## config.mk

```make
export PLATFORM = sky130hd
export DESIGN_NAME = pipe_hazard_ctrl
export DESIGN_NICKNAME = d
export VERILOG_FILES = /design/src/rtl/pipe_hazard_ctrl_pkg.sv /design/src/rtl/pipe_hazard_ctrl_reg_scoreboard.sv /design/src/rtl/pipe_hazard_ctrl.sv
export SDC_FILE = /design/constraint.sdc
export NUM_CORES = 1
export LEC_CHECK = 0
export BUFFER_PORTS_ARGS = -buffer_cell sky130_fd_sc_hd__buf_2
export CORE_MARGIN = 4
export CORE_UTILIZATION = 57
export CTS_CLUSTER_DIAMETER = 150
export DETAILED_ROUTE_END_ITERATION = 7
export PLACE_DENSITY = 0.8
export SYNTH_ARGS = -nofsm -noshare
export SYNTH_HDL_FRONTEND = slang
export SYNTH_SLANG_ARGS = --single-unit
```

## constraint.sdc

```tcl
create_clock -name clk -period 3.1 [get_ports clk]
set_input_delay 0.155 -clock clk [delete_from_list [all_inputs] [get_ports clk]]
set_output_delay 0.155 -clock clk [all_outputs]
set_load 0.05 [all_outputs]
```

## src/rtl/pipe_hazard_ctrl_pkg.sv

```systemverilog
// ---------------------------------------------------------------------------
// pipe_hazard_ctrl_pkg
// Shared definitions for the 5-stage pipeline interlock controller:
//   - default parameter values (register address width, HALT drain length,
//     performance counter width)
//   - interlock FSM state encodings
//   - NOP instruction word loaded by the bubble and flush paths
// ---------------------------------------------------------------------------
package pipe_hazard_ctrl_pkg;

    localparam int REG_ADDR_LEN = 5;
    localparam int DRAIN_CYCLES = 4;
    localparam int CNT_W        = 16;

    typedef enum logic [1:0] {
        ST_RUN    = 2'd0,
        ST_DRAIN  = 2'd1,
        ST_HALTED = 2'd2
    } hz_state_e;

    // addi x0, x0, 0 -- written into IF_ID / ID_EXE when a bubble or flush
    // replaces the real instruction.
    localparam logic [31:0] NOP_INSTR = 32'h0000_0013;

endpackage

```

## src/rtl/pipe_hazard_ctrl_reg_scoreboard.sv

```systemverilog
// ---------------------------------------------------------------------------
// reg_scoreboard
// One busy bit per architectural register. A bit is set when an instruction
// that writes that register issues, and cleared when WB writes it back.
// Register 0 is hard-wired to never be busy.
// Ports:
//   clk, rst_n          clock, asynchronous active-low reset
//   set_en, set_addr    mark set_addr busy at the next edge
//   clr_en, clr_addr    mark clr_addr free at the next edge
//   chk_valid           the checked instruction is real
//   rs1/rs1_en, rs2/rs2_en, rd/rd_en   registers of the checked instruction
//   haz                 checked instruction touches a busy register
//   all_clear           no register is busy
// ---------------------------------------------------------------------------
module reg_scoreboard #(
    parameter int ADDR_W = 5
) (
    input  logic              clk,
    input  logic              rst_n,
    input  logic              set_en,
    input  logic [ADDR_W-1:0] set_addr,
    input  logic              clr_en,
    input  logic [ADDR_W-1:0] clr_addr,
    input  logic              chk_valid,
    input  logic [ADDR_W-1:0] rs1,
    input  logic              rs1_en,
    input  logic [ADDR_W-1:0] rs2,
    input  logic              rs2_en,
    input  logic [ADDR_W-1:0] rd,
    input  logic              rd_en,
    output logic              haz,
    output logic              all_clear
);
    import pipe_hazard_ctrl_pkg::*;

    localparam int DEPTH = 1 << ADDR_W;

    logic [DEPTH-1:0] busy_q;
    logic [DEPTH-1:0] busy_d;

    assign busy_d[0] = 1'b0;

    // Set takes precedence over clear: if a register that was never marked
    // busy is written back while a new writer issues, the new write is the
    // one still outstanding. A busy target can never be set in the same
    // cycle because the WAW term of haz blocks the issue.
    generate
        for (genvar gi = 1; gi < DEPTH; gi++) begin : g_busy
            assign busy_d[gi] = (set_en && set_addr == ADDR_W'(gi)) ||
                                (busy_q[gi] && !(clr_en && clr_addr == ADDR_W'(gi)));
        end
    endgenerate

    always_ff @(posedge clk or negedge rst_n) begin
        if (!rst_n) begin
            busy_q <= '0;
        end else begin
            busy_q <= busy_d;
        end
    end

    // No bypass: a register cleared at edge N only unblocks ID in cycle N+1.
    assign haz = chk_valid && ((rs1_en && busy_q[rs1]) ||
                               (rs2_en && busy_q[rs2]) ||
                               (rd_en  && busy_q[rd]));

    assign all_clear = ~|busy_q;

endmodule

```

## src/rtl/pipe_hazard_ctrl.sv

```systemverilog
// ---------------------------------------------------------------------------
// pipe_hazard_ctrl
// Central interlock controller for the IF/ID/EXE/MEM/WB pipeline. Detects
// RAW/WAW hazards at ID through a register scoreboard, squashes on taken
// branches, and sequences HALT: drain the pipeline, then assert sticky halt.
// Ports:
//   clk, rst_n                 clock, asynchronous active-low reset
//   id_*                       decoded fields of the instruction in IF_ID
//   exe_br_taken               branch/jump in EXE resolved taken
//   wb_wr_en, wb_rd            register-file write-back
//   stall_if                   hold PC and IF_ID
//   bubble_ex                  load a NOP into ID_EXE
//   flush_if_id                replace IF_ID with a NOP
//   issue                      ID instruction advances into ID_EXE
//   halt                       processor halted (sticky until reset)
//   stall_cnt, flush_cnt       saturating performance counters
// ---------------------------------------------------------------------------
module pipe_hazard_ctrl #(
    parameter int REG_ADDR_LEN = pipe_hazard_ctrl_pkg::REG_ADDR_LEN,
    parameter int DRAIN_CYCLES = pipe_hazard_ctrl_pkg::DRAIN_CYCLES,
    parameter int CNT_W        = pipe_hazard_ctrl_pkg::CNT_W
) (
    input  logic                    clk,
    input  logic                    rst_n,
    input  logic                    id_valid,
    input  logic [REG_ADDR_LEN-1:0] id_rs1,
    input  logic                    id_rs1_en,
    input  logic [REG_ADDR_LEN-1:0] id_rs2,
    input  logic                    id_rs2_en,
    input  logic [REG_ADDR_LEN-1:0] id_rd,
    input  logic                    id_rd_en,
    input  logic                    id_is_halt,
    input  logic                    exe_br_taken,
    input  logic                    wb_wr_en,
    input  logic [REG_ADDR_LEN-1:0] wb_rd,
    output logic                    stall_if,
    output logic                    bubble_ex,
    output logic                    flush_if_id,
    output logic                    issue,
    output logic                    halt,
    output logic [CNT_W-1:0]        stall_cnt,
    output logic [CNT_W-1:0]        flush_cnt
);
    import pipe_hazard_ctrl_pkg::*;

    localparam int DRAIN_W = $clog2(DRAIN_CYCLES + 1);

    hz_state_e          state_q, state_d;
    logic [DRAIN_W-1:0] drain_cnt_q, drain_cnt_d;
    logic [CNT_W-1:0]   stall_cnt_q, stall_cnt_d;
    logic [CNT_W-1:0]   flush_cnt_q, flush_cnt_d;

    logic haz;
    logic all_clear;
    logic sb_set_en;
    logic sb_clr_en;

    assign sb_set_en = issue && id_rd_en && (id_rd != '0);
    // Once halted every input is ignored, including write-backs.
    assign sb_clr_en = wb_wr_en && (state_q != ST_HALTED);

    reg_scoreboard #(
        .ADDR_W (REG_ADDR_LEN)
    ) u_scoreboard (
        .clk       (clk),
        .rst_n     (rst_n),
        .set_en    (sb_set_en),
        .set_addr  (id_rd),
        .clr_en    (sb_clr_en),
        .clr_addr  (wb_rd),
        .chk_valid (id_valid),
        .rs1       (id_rs1),
        .rs1_en    (id_rs1_en),
        .rs2       (id_rs2),
        .rs2_en    (id_rs2_en),
        .rd        (id_rd),
        .rd_en     (id_rd_en),
        .haz       (haz),
        .all_clear (all_clear)
    );

    // State and counter registers
    always_ff @(posedge clk or negedge rst_n) begin
        if (!rst_n) begin
            state_q     <= ST_RUN;
            drain_cnt_q <= '0;
            stall_cnt_q <= '0;
            flush_cnt_q <= '0;
        end else begin
            state_q     <= state_d;
            drain_cnt_q <= drain_cnt_d;
            stall_cnt_q <= stall_cnt_d;
            flush_cnt_q <= flush_cnt_d;
        end
    end

    // Next-state and counter updates
    always_comb begin
        state_d     = state_q;
        drain_cnt_d = drain_cnt_q;
        stall_cnt_d = stall_cnt_q;
        flush_cnt_d = flush_cnt_q;
        unique case (state_q)
            ST_RUN: begin
                if (exe_br_taken) begin
                    if (flush_cnt_q != '1) flush_cnt_d = flush_cnt_q + CNT_W'(1);
                end else if (haz) begin
                    if (stall_cnt_q != '1) stall_cnt_d = stall_cnt_q + CNT_W'(1);
                end else if (id_valid && id_is_halt) begin
                    state_d     = ST_DRAIN;
                    drain_cnt_d = DRAIN_W'(DRAIN_CYCLES);
                end
            end
            ST_DRAIN: begin
                // exe_br_taken cannot legitimately occur here; it is ignored.
                if (drain_cnt_q != '0) drain_cnt_d = drain_cnt_q - DRAIN_W'(1);
                if (drain_cnt_q == '0 && all_clear) state_d = ST_HALTED;
            end
            ST_HALTED: begin
            end
            default: state_d = ST_RUN;
        endcase
    end

    // Pipeline control outputs
    always_comb begin
        stall_if    = 1'b0;
        bubble_ex   = 1'b0;
        flush_if_id = 1'b0;
        issue       = 1'b0;
        halt        = 1'b0;
        unique case (state_q)
            ST_RUN: begin
                if (exe_br_taken) begin
                    // Squashes whatever sits in ID, HALT or hazarded included.
                    flush_if_id = 1'b1;
                    bubble_ex   = 1'b1;
                end else if (haz) begin
                    stall_if  = 1'b1;
                    bubble_ex = 1'b1;
                end else if (id_valid) begin
                    issue    = 1'b1;
                    // HALT issues but freezes fetch behind it.
                    stall_if = id_is_halt;
                end
            end
            ST_DRAIN: begin
                stall_if  = 1'b1;
                bubble_ex = 1'b1;
            end
            ST_HALTED: begin
                halt      = 1'b1;
                stall_if  = 1'b1;
                bubble_ex = 1'b1;
            end
            default: begin
            end
        endcase
        // Outputs are combinational from live inputs, so hold them low while
        // reset is asserted rather than waiting for the state to settle.
        if (!rst_n) begin
            stall_if    = 1'b0;
            bubble_ex   = 1'b0;
            flush_if_id = 1'b0;
            issue       = 1'b0;
            halt        = 1'b0;
        end
    end

    assign stall_cnt = stall_cnt_q;
    assign flush_cnt = flush_cnt_q;

endmodule

```

---- Yosys cells after proc, flatten, opt, wreduce, memory -nomap -nowiden ----
Index checks and enable logic that the tools add are counted.
storage, ports and cells
  flip-flop bits (word level) ............. 68
  latch bits .............................. 0
  RAM bits ................................ 0
  ROM bits ................................ 0
  output and inout port bits .............. 37
  memories ................................ 0
cells by class
  add/subtract/negate cells ............... 3
  multipliers ............................. 0
  div/mod/pow operators ................... 0
  order comparisons ....................... 3
  eq/ne operators ......................... 72
  shift-type cells ........................ 0
  muxes and demuxes ....................... 35
  bitwise operators ....................... 2
  reductions and logical operators ........ 178
operator list
  operator                                                                number
  5-bit equality test (second input constant)                             32
  1-bit logical AND                                                       102
  5-bit by 4-bit equality test with 1-bit output (second input constant)  16
  5-bit by 3-bit equality test with 1-bit output (second input constant)  8
  1-bit logical OR                                                        33
  16-bit by 1-bit adder with 16-bit output (second input constant)        2
  1-bit logical NOT                                                       32
  16-bit inequality test (second input constant)                          2
  31-bit OR reduction                                                     1
  5-bit by 2-bit equality test with 1-bit output (second input constant)  4
  1-bit two-way mux                                                       20
  5-bit by 6-bit < comparator with 1-bit output (second input constant)   3
  1-bit binary-select mux with 5-bit select                               3
  3-bit two-way mux                                                       4
  2-bit inequality test (second input constant)                           6
  5-bit by 1-bit equality test with 1-bit output (second input constant)  2
  5-bit AND reduction                                                     2
  2-bit two-way mux                                                       4
  2-bit one-hot mux with 3 select lines                                   1
  3-bit one-hot mux with 2 select lines                                   1
  5-bit nonzero test                                                      1
  1-bit one-hot mux with 2 select lines                                   2
  4-bit AND reduction                                                     1
  3-bit logical NOT                                                       1
  9 further kinds                                                         10

---- Depth between registers and ports, before layout ----
Gate-level depths: netlist of the first run.
  word-level depth ........................ 14
  gate-level depth with buffers ........... 12
  gate-level depth less buffers ........... 9

---- Hierarchy ----
A second synthesis of the first run with hierarchy kept.
second synthesis, totals
  cell total of the unflattened synthesis .. 425
  area, all modules ....................... 4320.4 µm²
modules (own cells, without submodules)
  module            times used  cells each  area each (µm²)
  reg_scoreboard    1           235         2298.5
  pipe_hazard_ctrl  1           190         2021.9

---- Worst setup path after synthesis of the first run ----
No wires, ideal clock.
  path kind ............................... in2out
  start ................................... input port id_rs2[1]
  end ..................................... output port bubble_ex
  arrival time ............................ 3119 ps
  path slack .............................. -174 ps
  cell stages on the path ................. 8
  buffers on the path ..................... 1
  cells stage by stage .................... buf_2 > mux4_2 > inv_1 > a2111oi_0 > o31ai_2 > nand3_1 > a211oi_1 > nor4b_1
between the ends
  longest elaborated chain between the ends .. 10
RTL lines
  element                                    RTL line                               source
  start: declaration                         pipe_hazard_ctrl.sv:28                 input logic [REG_ADDR_LEN-1:0] id_rs2,
  1-bit binary-select mux with 5-bit select  pipe_hazard_ctrl_reg_scoreboard.sv:64  (rs2_en && busy_q[rs2]) ||
  1-bit two-way mux (not written as such)    pipe_hazard_ctrl_reg_scoreboard.sv:64
  1-bit logical AND                          pipe_hazard_ctrl_reg_scoreboard.sv:64
  1-bit logical OR                           pipe_hazard_ctrl_reg_scoreboard.sv:63  assign haz = chk_valid && ((rs1_en && busy_q[rs1]) ||
  1-bit logical OR                           pipe_hazard_ctrl_reg_scoreboard.sv:64
  1-bit logical AND                          pipe_hazard_ctrl_reg_scoreboard.sv:63
  1-bit two-way mux                          pipe_hazard_ctrl.sv:138                end else if (haz) begin
  1-bit two-way mux                          pipe_hazard_ctrl.sv:134                if (exe_br_taken) begin
  1-bit one-hot mux with 2 select lines      pipe_hazard_ctrl.sv:132                unique case (state_q)
  1-bit two-way mux                          pipe_hazard_ctrl.sv:161                if (!rst_n) begin
  end: declaration                           pipe_hazard_ctrl.sv:37                 output logic bubble_ex,
Every way passes these cells. The select of a mux whose other input is x is not followed.

---- Worst setup path after layout of the first run ----
  start ................................... register u_scoreboard.busy_q[21]
  end ..................................... output port bubble_ex
between the ends
  longest elaborated chain between the ends .. 10
  elaborated cells between the ends (all ways) .. 16
  classes of those cells .................. mux: 10; reduce/logical: 6
RTL lines
  element                                                              RTL line                                                                      source
  start: declaration                                                   pipe_hazard_ctrl_reg_scoreboard.sv:38                                         logic [DEPTH-1:0] busy_q;
  start signal: assignment                                             pipe_hazard_ctrl_reg_scoreboard.sv:58                                         busy_q <= busy_d;
  1-bit binary-select mux with 5-bit select, on equally long branches  pipe_hazard_ctrl_reg_scoreboard.sv:63, pipe_hazard_ctrl_reg_scoreboard.sv:64
  1-bit two-way mux, on equally long branches                          pipe_hazard_ctrl_reg_scoreboard.sv:63, pipe_hazard_ctrl_reg_scoreboard.sv:64
  1-bit logical AND, on equally long branches                          pipe_hazard_ctrl_reg_scoreboard.sv:63, pipe_hazard_ctrl_reg_scoreboard.sv:64
  1-bit logical OR                                                     pipe_hazard_ctrl_reg_scoreboard.sv:63
  1-bit logical OR *                                                   pipe_hazard_ctrl_reg_scoreboard.sv:64
  1-bit logical AND *                                                  pipe_hazard_ctrl_reg_scoreboard.sv:63
  1-bit two-way mux *                                                  pipe_hazard_ctrl.sv:138
  1-bit two-way mux *                                                  pipe_hazard_ctrl.sv:134
  1-bit one-hot mux with 2 select lines *                              pipe_hazard_ctrl.sv:132
  1-bit two-way mux *                                                  pipe_hazard_ctrl.sv:161
Every way passes the cells marked *; elsewhere a longest branch is shown, timed or not. The select of a mux whose other input is x is not followed.

==> results of run 1 <==
## worst max-delay path: stages (launching register included)
cell and delay [ns]:
dfrtp_1 0.43, mux4_2 0.52, a221oi_2 0.28, a21oi_1 0.07, o31ai_2 0.28, nand3_1 0.26
a211oi_2 0.33, nor4b_2 0.09, buf_2 0.22
## worst max path at each step
stage | from | endpoint | slack [ns] | cells after the start
after floorplan | id_rs2[1] | bubble_ex | 0.51 | 8
after global placement | id_rs2[0] | u_scoreboard.busy_q[4] | 0.32 | 9
after detailed placement | id_rs2[0] | u_scoreboard.busy_q[5] | 0.28 | 9
after CTS | u_scoreboard.busy_q[21] | bubble_ex | 0.06 | 8
after global routing | u_scoreboard.busy_q[21] | bubble_ex | 0.04 | 8
final | u_scoreboard.busy_q[21] | bubble_ex | 0.12 | 8
## cell type report
| cell class | instances | area (µm²) | share of cell area |
|---|---|---|---|
| Clock buffer | 9 | 124 | 0.0262 |
| Clock inverter | 7 | 67.6 | 0.0143 |
| Inverter | 11 | 41.3 | 0.00873 |
| Multi-Input combinational cell | 297 | 2290 | 0.485 |
| Sequential cell | 68 | 1700 | 0.360 |
| Tap cell | 96 | 120 | 0.0254 |
| Timing Repair Buffer | 72 | 380 | 0.0805 |
## stage by stage
| step | hold slack (ns) | instances |
|---|---|---|
| 2_1_floorplan | -0.141 | 393 |
| 3_3_place_gp | 0.0122 | 543 |
| 3_5_place_dp | 0.0118 | 543 |
| 4_1_cts | 0.176 | 560 |
| 5_1_grt | 0.192 | 560 |
| 6_report | 0.180 | 560 |
## power groups by stage
stage	Combinational (mW)	Sequential [mW]	Clock (mW)
2_1_floorplan	0.0764	0.904	0
3_3_place_gp	0.136	0.904	0
3_5_place_dp	0.138	0.904	0
4_1_cts	0.139	0.886	0.716
5_1_grt	0.153	0.886	0.759
6_report	0.140	0.886	0.712
## placed cells by master (no fill, tap or decap), types with 3 or more instances in the layout
cell / instances
mux2_2: 5
ha_1: 8
xor2_1: 6
inv_1: 11
clkbuf_8: 9
and2_1: 5
nor2b_1: 8
dfrtp_1: 68
o31ai_1: 11
xnor2_1: 24
nand3b_1: 3
nand3_1: 21
nand4_1: 13
mux4_2: 19
nand2_1: 30
clkinvlp_4: 3
nor2_1: 15
nand2b_1: 4
and3_1: 9
o21ai_0: 35
o21ai_2: 8
clkinv_2: 3
nor3_1: 4
o21ai_1: 15
mux2i_1: 8
nor4_1: 10
buf_4: 6
buf_2: 65
## what timing repair did
action,CTS,global route
endpoints found under the hold margin,4,0
setup endpoints to repair,0,1
hold buffers,1,0
gates resized for setup,0,1
## logic make-up (layout without fill, tap and decap cells)
| logic type | count (synthesis) | count (layout) | share of synthesized area |
|---|---|---|---|
| AND/OR/NAND/NOR | 137 | 137 | 0.182 |
| AO/OA/AOI/OAI | 88 | 88 | 0.140 |
| flip-flops | 68 | 68 | 0.413 |
| multiplexers | 34 | 34 | 0.143 |
| XOR/XNOR | 30 | 30 | 0.0638 |
| buffers and inverters | 28 | 99 | 0.0340 |
| adder cells (fa/ha/maj) | 8 | 8 | 0.0243 |
## routing by layer
layer | routed length, µm | vias up | track usage | part of all wire
li1 | - | 1605 | - | -
met1 | 4350 | 1761 | 0.355 | 0.41
met2 | 5000 | 217 | 0.403 | 0.47
met3 | 972 | 39 | 0.0531 | 0.091
met4 | 321 | 0 | 0.116 | 0.030
met5 | 0 | - | 0 | 0
## registers in the layout, summed over array words and instances (netlist names)
signal and count:
u_scoreboard.busy_q 31, flush_cnt 16, stall_cnt 16, drain_cnt_q 3, state_q 2
==> results.yml, run 1 <==
global_routing:
  grt_antenna_before_repair: 0
  grt_max_degree: 37
  grt_pass1_wl_mm: 17.6
  grt-ovfl-total: 0
  grt_pass1_vias: 3498
  track_usage: 0.260
routing:
  routed_via_density: 6.47
  drc_errors: 0
  num_vias: 3622
  finalWirelength_mm: 10.6
  drt-initial-drc-count: 355
  dr.pass1.iters: 5
  ant_nets: 0
  route.detailed.wl_per_inst_um: 19.0
synthesis:
  yosys_register_bits: 68
  syn_inst: 393
  ys_top_cells_by_area: "dfrtp_1 (41%), mux4_2 (10%), xnor2_1 (5.1%)"
  ys.warnings.count: 0
  yosysTopAreaCell: "dfrtp_1"
  syn_area_um2: 4120
  synth.most_common_cell: "dfrtp_1"
  synth_nets: 430
  synth_ff_type: "dfrtp_1"
  synthArstFlopShare: 1.00
  synthTopCellsByCount: "dfrtp_1 (68), o21ai_0 (35), nand2_1 (30), xnor2_1 (24), nand3_1 (21)"
  yosysUniqueCellTypes: 54
  synth_edf_count: 0
  yosysTopAreaCellShare: 0.413
  avgSynthCellArea_um2: 10.5
  yosysSeqAreaShare: 0.413
clock_tree:
  clk_latency_ns: 0.34
  cts_buffers: 9
  cts_tree: "done"
  post_cts_buffers: 0
  path_clk_slew_ns: 0.08
  clockBufferDepth: 2
  clockRootBuffer: "clkbuf_8"
  cts_sinks: 68
  htree_num_levels: 3
sta:
  rsz0062_at_grt: "no"
  finalSetupViolations: 0
  finalWorstSetupSlack_ns: 0.120
  period_needed_ns: 2.98
  maxSlewViolCount: 0
  layout_worst_path_cycle_share: 0.961
  worstMarginPinSlew_ns: 0.886
  skew_ns: 0.0105
  fmax_mhz: 336
  hold_viol_final: 0
  tns_ns: 0
  slew_headroom: 0.407
die:
  pin_count: 66
  die_h_um: 93.0
  die-area_um2: 8650
  die_x_um: 93.0
  rows: 30
  initial_utilization: 0.596
  core_um2: 6910
power:
  p_leak_nw: 2.15
  netSwitchingFraction: 0.253
  pwr-share-clk: 0.409
  power_mw: 1.74
  p_sw_mw: 0.439
  power_per_cell_area_nw_per_um2: 368
  intPower_mw: 1.30
  vdd.ir_drop.worst_v: 0.000312
  power_frac_comb: 0.081
  pwr-share-seq: 0.510
critical_path:
  r2r_end: "u_scoreboard.busy_q[4]"
  critPathKind: "reg2out"
  crit_path_max_fanout: 5
  reg2reg_depth: 8
  cp-start-kind: "flip-flop"
  required_ns: 2.94
  cp-end-kind: "output port"
  r2r_slack_ns: 0.23
  crit_arrival_ns: 2.82
  rr_startpoint: "u_scoreboard.busy_q[21]"
placement:
  dp_slack_ns: 0.280
  place_area_um2: 4520
  gp_congestion: 0.888
  hpwl_mm: 7.88
  portBuffers: 65
finish:
  antennaDiodeCount: 0
  final_area_um2: 4730
  synthToLayoutAreaGrowth_pct: 14.8
  drive_gt1_frac: 0.276
  fillers: 590
  fin_nets: 496
  postLayoutCoreUtil: 0.684
run:
  maxCapViolCount: 0
worst_hold_path:
  min_path_type: "in2async"
status:
  outcome: "completed"
No activity file was read; power rests on OpenSTA's default activity.
==> inputs of run 2 (changes only) <==
--- a/config.mk
+++ b/config.mk
@@ -5,12 +5,12 @@
 export SDC_FILE = /design/constraint.sdc
 export NUM_CORES = 1
 export LEC_CHECK = 0
-export BUFFER_PORTS_ARGS = -buffer_cell sky130_fd_sc_hd__buf_2
+export BUFFER_PORTS_ARGS = -buffer_cell sky130_fd_sc_hd__buf_4
 export CORE_MARGIN = 4
-export CORE_UTILIZATION = 57
+export CORE_UTILIZATION = 52
 export CTS_CLUSTER_DIAMETER = 150
 export DETAILED_ROUTE_END_ITERATION = 7
-export PLACE_DENSITY = 0.8
+export PLACE_DENSITY = 0.77
 export SYNTH_ARGS = -nofsm -noshare
 export SYNTH_HDL_FRONTEND = slang
 export SYNTH_SLANG_ARGS = --single-unit
==> constraint.sdc (replaced) <==
create_clock -name clk -period 2.5 [get_ports clk]
set_input_delay 0.125 -clock clk [delete_from_list [all_inputs] [get_ports clk]]
set_output_delay 0.125 -clock clk [all_outputs]
set_load 0.05 [all_outputs]
==> results.yml, run 2 (synthesized netlist as in run 1, its figures left out) <==
sta:
  rsz0062_at_grt: "yes"
  finalWorstSetupSlack_ns: -0.249
  tns_ns: -3.68
  maxSlewViolCount: 0
  layout_worst_path_cycle_share: 1.10
  worstMarginPinSlew_ns: 0.901
  hold_viol_final: 0
  skew_ns: 0.0115
  fmax_mhz: 364
  slew_headroom: 0.393
  period_needed_ns: 2.75
  finalSetupViolations: 45
routing:
  drc_errors: 0
  num_vias: 3881
  route.detailed.wl_per_inst_um: 21.4
  routed_via_density: 6.31
  drt-initial-drc-count: 349
  dr.pass1.iters: 5
  finalWirelength_mm: 13.2
  ant_nets: 0
critical_path:
  crit_arrival_ns: 2.62
  required_ns: 2.38
  cp_slowest_cell: "mux4_2"
  critPathKind: "reg2out"
  cp-end-kind: "output port"
  cpMostUsedCell: "buf_4"
  path_cells: "mux4_2 -> or2_0 -> a41o_1 -> o221ai_2 -> buf_4 -> nand3_4 -> a211oi_4 -> nor4b_2 -> buf_4"
  crit_path_max_fanout: 4
  cp-start-kind: "flip-flop"
  slowest_delay_ns: 0.48
clock_tree:
  clockRootBuffer: "clkbuf_8"
  htree_num_levels: 3
  cts_tree: "done"
  clockBufferDepth: 2
  clk_latency_ns: 0.35
  cts_sinks: 68
  cts_buffers: 9
  path_clk_slew_ns: 0.08
global_routing:
  grt-ovfl-total: 0
  grt_pass1_wl_mm: 20.6
  grt_pass1_vias: 4032
  track_usage: 0.271
  grt_antenna_before_repair: 0
  grt_max_degree: 29
placement:
  place_area_um2: 4990
  hpwl_mm: 8.91
  gp_congestion: 0.964
  portBuffers: 65
power:
  power_per_cell_area_nw_per_um2: 400
  p_sw_mw: 0.579
  intPower_mw: 1.71
  pwr-share-seq: 0.481
  netSwitchingFraction: 0.253
  power_frac_comb: 0.107
  p_leak_nw: 2.63
  vdd.ir_drop.worst_v: 0.000529
  pwr-share-clk: 0.412
run:
  maxCapViolCount: 0
status:
  failed_checks: "negative setup slack"
  outcome: "finished, violations left"
finish:
  fillers: 506
  largest_reg_flops: 31
  layout_common_cells: "buf_4 (108), dfrtp_1 (67), o21ai_0 (33), nand2_1 (27), o21ai_2 (22)"
  antennaDiodeCount: 0
  drive_gt1_frac: 0.446
  synthToLayoutAreaGrowth_pct: 38.7
  fin_nets: 545
  layout_commonest_cell: "buf_4"
  final_area_um2: 5710
  top_register: "u_scoreboard.busy_q"
die:
  core_um2: 7730
  pin_count: 66
  die_h_um: 97.0
  initial_utilization: 0.533
  rows: 32
  die_x_um: 97.0
  die-area_um2: 9400
worst_hold_path:
  min_path_type: "in2reg"
==> run 2: cell types whose count changed in the layout (fill, tap and decap cells not counted), moves of 7 or more <==
cell,previous run,this run
o21ai_2,8,22
buf_6,0,10
buf_2,65,0
o31ai_1,11,1
xnor2_1,24,17
o21ai_1,15,3
buf_4,6,108
xnor2_2,0,7
==> run 2: metrics by stage <==
stage | hold WS, ns | total power [mW] | setup slack (ns) | utilization | instances
global route | 0.251 | 2.37 | -0.391 | 0.739 | 615
finish | 0.246 | 2.29 | -0.249 | 0.739 | 615
global placement | 0.0677 | 1.32 | -0.161 | 0.646 | 588
detailed placement | 0.0709 | 1.33 | -0.216 | 0.646 | 588
floorplan | -0.171 | 1.22 | -0.0667 | - | 393
CTS | 0.200 | 2.27 | -0.253 | 0.693 | 610
==> run 2: final timing paths <==
path	cells past startpoint	slack [ns]	from	end
max	9	-0.25	u_scoreboard.busy_q[14]	bubble_ex
min	4	0.25	id_is_halt	state_q[0]
max reg2reg	10	-0.23	u_scoreboard.busy_q[14]	drain_cnt_q[0]
min reg2reg	1	0.50	stall_cnt[9]	stall_cnt[9]
max in group asynchronous	3	1.57	rst_n	drain_cnt_q[2]
min in group asynchronous	2	0.26	rst_n	flush_cnt[12]
==> run 2: final cells by class <==
class,instances,area (µm²),share of cell area
clock buffer,12,155,0.0272
clock inverter,4,47.5,0.00833
inverter,11,41.3,0.00723
multi-input combinational,297,2670,0.468
sequential,68,1700,0.298
tap,102,128,0.0224
timing repair buffer,121,963,0.169
==> run 2: power groups by stage <==
| stage | registers (mW) | clock network (mW) | logic, mW |
|---|---|---|---|
| 5_1_grt | 1.10 | 1.01 | 0.260 |
| 3_5_place_dp | 1.12 | 0 | 0.207 |
| 6_report | 1.10 | 0.942 | 0.244 |
| 3_3_place_gp | 1.12 | 0 | 0.203 |
| 4_1_cts | 1.10 | 0.945 | 0.225 |
| 2_1_floorplan | 1.12 | 0 | 0.0955 |
==> run 2: timing repair <==
action	4_1_cts	5_1_grt
setup buffers	4	6
resized for setup	27	64
pin swaps	14	28
cloned	1	0
endpoints found under the hold margin	24	0
setup endpoints to repair	31	54
hold buffers	1	0
==> run 2: worst max-delay path, delay by kind of cell (launching register included) <==
family	cells	cell delay [ns]
buffers and inverters	2	0.34
AND/OR/NAND/NOR	3	0.39
flip-flops	1	0.43
AO/OA/AOI/OAI	3	0.63
multiplexers	1	0.48
==> run 2: routing by layer <==
layer,up-vias,GRT usage,wire length [µm]
met5,-,0,0
met4,0,0.127,351
met3,36,0.0779,1190
met2,211,0.425,6430
met1,1924,0.346,5190
li1,1710,-,-
